==> config.mk <==
export PLATFORM = sky130hd
export DESIGN_NAME = cmd_uart_tx
export DESIGN_NICKNAME = d
export VERILOG_FILES = /design/src/rtl/cmd_uart_tx.sv
export SDC_FILE = /design/constraint.sdc
export NUM_CORES = 1
export LEC_CHECK = 0
export CAP_MARGIN = 15
export CELL_PAD_IN_SITES_DETAIL_PLACEMENT = 2
export CELL_PAD_IN_SITES_GLOBAL_PLACEMENT = 2
export CORE_MARGIN = 4
export CORE_UTILIZATION = 33
export CTS_CLUSTER_DIAMETER = 30
export DETAILED_ROUTE_END_ITERATION = 8
export GPL_ROUTABILITY_DRIVEN = 0
export PLACE_DENSITY_LB_ADDON = 0.25
export RECOVER_POWER = 25
export SLEW_MARGIN = 30
export SYNTH_ARGS = -nofsm -noshare
export SYNTH_HDL_FRONTEND = slang
export SYNTH_SLANG_ARGS = --single-unit
==> constraint.sdc <==
create_clock -name clk -period 5.1 [get_ports clk]
set_clock_uncertainty 0.1 [all_clocks]
set_input_delay 0.765 -clock clk [delete_from_list [all_inputs] [get_ports clk]]
set_output_delay 0.765 -clock clk [all_outputs]
set_load 0.1 [all_outputs]
==> src/rtl/cmd_uart_tx.sv <==
// Motion-command encoder: maps a 3-bit opcode to its ASCII command byte and
// sends it as a single UART 8N1 frame on tx.
module cmd_uart_tx #(
  parameter int unsigned CLKS_PER_BIT = 434
) (
  input  logic       clk,
  input  logic       rst,
  input  logic       cmd_valid,
  input  logic [2:0] cmd_code,
  output logic       cmd_ready,
  output logic       tx,
  output logic       tx_busy,
  output logic       tx_done,
  output logic       cmd_err
);

  typedef enum logic [1:0] {IDLE, START, DATA, STOP} state_e;

  localparam logic [15:0] BAUD_LAST = 16'(CLKS_PER_BIT - 1);

  state_e      state_q, state_d;
  logic [15:0] baud_q, baud_d;
  logic [2:0]  bit_idx_q, bit_idx_d;
  logic [7:0]  data_q, data_d;
  logic        tx_q, tx_d;
  logic        ready_q, ready_d;
  logic        err_q, err_d;
  logic        accept;

  function automatic logic [7:0] encode(input logic [2:0] code);
    case (code)
      3'd0:    encode = 8'h66;
      3'd1:    encode = 8'h62;
      3'd2:    encode = 8'h72;
      3'd3:    encode = 8'h6C;
      3'd4:    encode = 8'h75;
      3'd5:    encode = 8'h64;
      3'd6:    encode = 8'h73;
      default: encode = 8'h00;
    endcase
  endfunction

  assign accept = cmd_valid && ready_q;

  always_ff @(posedge clk or posedge rst) begin
    if (rst) begin
      state_q   <= IDLE;
      baud_q    <= '0;
      bit_idx_q <= '0;
      data_q    <= '0;
      tx_q      <= 1'b1;
      ready_q   <= 1'b1;
      err_q     <= 1'b0;
    end else begin
      state_q   <= state_d;
      baud_q    <= baud_d;
      bit_idx_q <= bit_idx_d;
      data_q    <= data_d;
      tx_q      <= tx_d;
      ready_q   <= ready_d;
      err_q     <= err_d;
    end
  end

  always_comb begin
    state_d   = state_q;
    baud_d    = baud_q;
    bit_idx_d = bit_idx_q;
    data_d    = data_q;
    if (state_q == IDLE) begin
      baud_d    = '0;
      bit_idx_d = '0;
      if (accept && cmd_code != 3'd7) begin
        data_d  = encode(cmd_code);
        state_d = START;
      end
    end else if (baud_q == BAUD_LAST) begin
      baud_d = '0;
      case (state_q)
        START: begin
          state_d   = DATA;
          bit_idx_d = '0;
        end
        DATA: begin
          if (bit_idx_q == 3'd7) state_d = STOP;
          else                   bit_idx_d = bit_idx_q + 3'd1;
        end
        default: state_d = IDLE;
      endcase
    end else begin
      baud_d = baud_q + 16'd1;
    end
  end

  // tx, ready and err are registered from next-state values so each lines up
  // with the cycle the FSM enters the corresponding state.
  always_comb begin
    case (state_d)
      START:   tx_d = 1'b0;
      DATA:    tx_d = data_d[bit_idx_d];
      default: tx_d = 1'b1;
    endcase
    ready_d = (state_d == IDLE);
    err_d   = accept && (cmd_code == 3'd7);
    tx_done = (state_q == STOP) && (baud_q == BAUD_LAST);
    tx_busy = (state_q != IDLE);
  end

  assign tx        = tx_q;
  assign cmd_ready = ready_q;
  assign cmd_err   = err_q;

endmodule

==> impl_results.md <==
* Final number of max-transition violations at 33
* RSZ-0062 raised after global routing: no
* Start point of the critical path: baud_q[1]$_DFF_PP0_
* Proportion of synthesized flip-flops having asynchronous set or reset at 100%
* Summed negative setup slack over all endpoints at 0 ns
* Grt total ovfl at 0
* Final period utilization at 76.8%
* # H-tree levels at 2
* Launching point of the worst reg2reg path: state_q[0]$_DFF_PP0_
* Growth of design area from synthesis to finish at 16.7%
* Postcts setup bufs at 0
* Number of global-route vias before repair at 1418
* Standard-cell row count at 25
* Type of the worst min-delay path: reg -> reg
* Total number of yosys warnings at 0
* Floorplan die width at 79.4 µm
* Antenna violations before repair at 0
* Maximum number of pins on one net before global-route repair at 33
* Critical path capture point type: output port
* Layout cell share with drive strength beyond 1 at 11.2%
* Clock-pin slew of the registers on the worst-case setup and hold paths at 0.07 ns
* Count of maximum capacitance violations at 1
* Wirelength, routed at 4040 µm
* Antenna fix cells at 0
* Req. time, crit path at 4.24 ns
* Post-synthesis instance area at 0.00168 mm²
* Layout Nets at 199
* Hold Path Stages at 1
* Top_reg_cell synth: sky130_fd_sc_hd__dfrtp_1
* Static Leakage at 0.910 nW
* GR Util met2 at 23.1%
* Setup violations, final at 0
* DPL Wire Length at 2980 µm
* Post-route minimum period at 3.92 ns
* Sequential cell area fraction in the yosys report at 47.8%
* Root Buffer: sky130_fd_sc_hd__clkbuf_8
* Tightest Pin Transition at 1.72 ns
* Ratio of total power to cell area at 246 mW/mm²
* Number of buffers inserted during clock tree synthesis at 5
* Post-Synthesis Cells at 171
* Number of vias in the routed layout at 1295
* Total cell area at the placement stage at 0.00187 mm²
* Worst-case reg-to-reg path depth at 9
* Synthesized Nets at 183
* Number of nets with antenna violations after detailed routing at 0
* Clk Latency, worst-skew pair at 0.28 ns
* Number of clock sinks seen by CTS at 32
* Tightest slew margin relative to the limit at -14.7%
* Crit Path Category: reg -> out
* Number of flip-flops and latches in the synthesized netlist at 32
* EDFF count, synth at 0
* Global-route track usage on met3 at 3.50%
* Violated checks: capacitance limit, slew limit
* GR Util All Layers at 14.4%
* CP arrival at 3.05 ns
* Average vias per placed instance at 5.08
* Die footprint at 0.00630 mm²
* Number of resized instances in the post-cts repair step at 0
* Setup crit start kind: register
* Number of unique standard cell types used by synthesis at 38
* IR Drop Worst-Case VDD at 0.000195 V
* Number of optimization iterations in the first detailed-route pass at 4
* Die Ht at 79.4 µm
* Number of fill cells in the layout at 548
* Number of I/O pins at 11
* Result of the run: complete, but fails checks
* RR Endpoint: tx$_DFF_PP1_
* GRT met1 Usage at 18.7%
* Worst setup endpoint: tx_done
* Worst hold slack after final layout at 0.374 ns
* WL/cell at 15.8 µm
* Summed area of non-filler cells in the final layout at 0.00196 mm²
* Achievable frequency at 255 MHz
* Final Hold Viols at 0
* Number of remaining DRC errors at 0
* Clock tree from TritonCTS: done
* Most utilized layer in the global route result: met2
* Slack of the worst reg-to-reg path at 2.14 ns
* Starting density of the core at 34.9%
* Number of buffers inserted by port buffering at 10
* First-pass GRT wire length at 6960 µm
* Hold Buf Count CTS at 0
* Core Footprint at 0.00482 mm²
* Number of DRC markers after the initial detailed-route iteration at 79
* Mean Syn Cell Area at 9.83 µm²
* Clock buffer depth at 2
* Largest driver fanout on the critical path at 6
per-layer routing:
layer | wire length, µm | part of all wire (%)
met1 | 1990 | 49
met2 | 1900 | 47
met4 | 59 | 1.5
met3 | 88 | 2.2
met5 | 0 | 0
flip-flops by register name, summed over array words and instances, names as in the netlist:
signal	cells
cmd_err	1
state_q	2
data_q	8
tx	1
bit_idx_q	3
cmd_ready	1
baud_q	16
through the flow:
stage	util [%]	total power, mW	setup slack [ns]	cells
floorplan	-	0.264	2.10	171
global placement	38.7	0.272	1.51	247
detailed placement	38.7	0.272	1.47	247
CTS	40.8	0.489	1.16	255
global route	40.7	0.505	1.04	255
finish	40.7	0.482	1.18	255
final cells by class:
type / instances / area, µm² / area share [%]
multi-input combinational: 125 / 826 / 42.1
tap: 67 / 83.8 / 4.27
sequential: 32 / 803 / 40.9
timing repair buffer: 11 / 104 / 5.29
inverter: 12 / 45.0 / 2.30
clock buffer: 8 / 100 / 5.10
worst min-delay path by stage:
stage / startpoint / end / slack, ns
floorplan: data_q[6]$_DFF_PP0_ / data_q[6]$_DFF_PP0_ / 0.33
global placement: data_q[6]$_DFF_PP0_ / data_q[6]$_DFF_PP0_ / 0.35
detailed placement: data_q[6]$_DFF_PP0_ / data_q[6]$_DFF_PP0_ / 0.36
CTS: data_q[6]$_DFF_PP0_ / data_q[6]$_DFF_PP0_ / 0.38
global route: data_q[5]$_DFF_PP0_ / data_q[5]$_DFF_PP0_ / 0.41
finish: data_q[6]$_DFF_PP0_ / data_q[6]$_DFF_PP0_ / 0.37
cell usage after synthesis (3+ instances only):
cell type                   n  share of area [%]
sky130_fd_sc_hd__nand4_1    3                1.1
sky130_fd_sc_hd__nand3_1   12                3.6
sky130_fd_sc_hd__nand2b_1   4                1.5
sky130_fd_sc_hd__nand2_1   14                3.1
sky130_fd_sc_hd__o21ai_0    5                1.5
sky130_fd_sc_hd__a31oi_1    4                1.5
sky130_fd_sc_hd__and3_1     4                1.5
sky130_fd_sc_hd__nor2_1    23                5.1
sky130_fd_sc_hd__ha_1       6                4.5
sky130_fd_sc_hd__inv_1     12                2.7
sky130_fd_sc_hd__nor3_1     3               0.89
sky130_fd_sc_hd__xnor2_1    6                3.1
sky130_fd_sc_hd__xor2_1     8                4.2
sky130_fd_sc_hd__a21oi_1    6                1.8
sky130_fd_sc_hd__dfrtp_1   30                 45
cell usage in the layout (no fill, tap or decap), types with 2 or more instances in the layout:
cell,instances
sky130_fd_sc_hd__a211oi_1,2
sky130_fd_sc_hd__a21oi_1,6
sky130_fd_sc_hd__a31oi_1,4
sky130_fd_sc_hd__and2_1,2
sky130_fd_sc_hd__and3_1,4
sky130_fd_sc_hd__clkbuf_1,2
sky130_fd_sc_hd__clkbuf_8,7
sky130_fd_sc_hd__clkdlybuf4s50_1,9
sky130_fd_sc_hd__dfrtp_1,30
sky130_fd_sc_hd__dfstp_2,2
sky130_fd_sc_hd__ha_1,6
sky130_fd_sc_hd__inv_1,12
sky130_fd_sc_hd__mux2i_1,2
sky130_fd_sc_hd__nand2_1,14
sky130_fd_sc_hd__nand2b_1,4
sky130_fd_sc_hd__nand3_1,12
sky130_fd_sc_hd__nand4_1,3
sky130_fd_sc_hd__nor2_1,23
sky130_fd_sc_hd__nor3_1,3
sky130_fd_sc_hd__o21ai_0,5
sky130_fd_sc_hd__o31ai_1,2
sky130_fd_sc_hd__or3_1,2
sky130_fd_sc_hd__or4_4,2
sky130_fd_sc_hd__xnor2_1,6
sky130_fd_sc_hd__xor2_1,8
worst max-delay path, cell delays in order (launching register included):
cell,delay (ns)
sky130_fd_sc_hd__dfrtp_1,0.42
sky130_fd_sc_hd__inv_1,0.08
sky130_fd_sc_hd__ha_1,0.13
sky130_fd_sc_hd__or4bb_1,0.51
sky130_fd_sc_hd__nor4_4,0.33
sky130_fd_sc_hd__and2_1,0.18
sky130_fd_sc_hd__clkdlybuf4s50_1,1.12
power breakdown:
group / internal, mW / switching [mW]
sequential: 0.254 / 0
clock: 0.123 / 0.0923
combinational: 0.00456 / 0.00832
cell families (layout without fill, tap and decap cells):
kind of cell,count (synthesis),count (layout),share of synthesized area [%]
AND/OR/NAND/NOR,75,75,24.0
adder cells (fa/ha/maj),6,6,4.46
XOR/XNOR,14,14,7.29
buffers and inverters,14,31,3.12
flip-flops,32,32,47.8
multiplexers,3,3,2.08
AO/OA/AOI/OAI,27,27,11.3
Note: power is estimated with default switching activity, not from simulation.
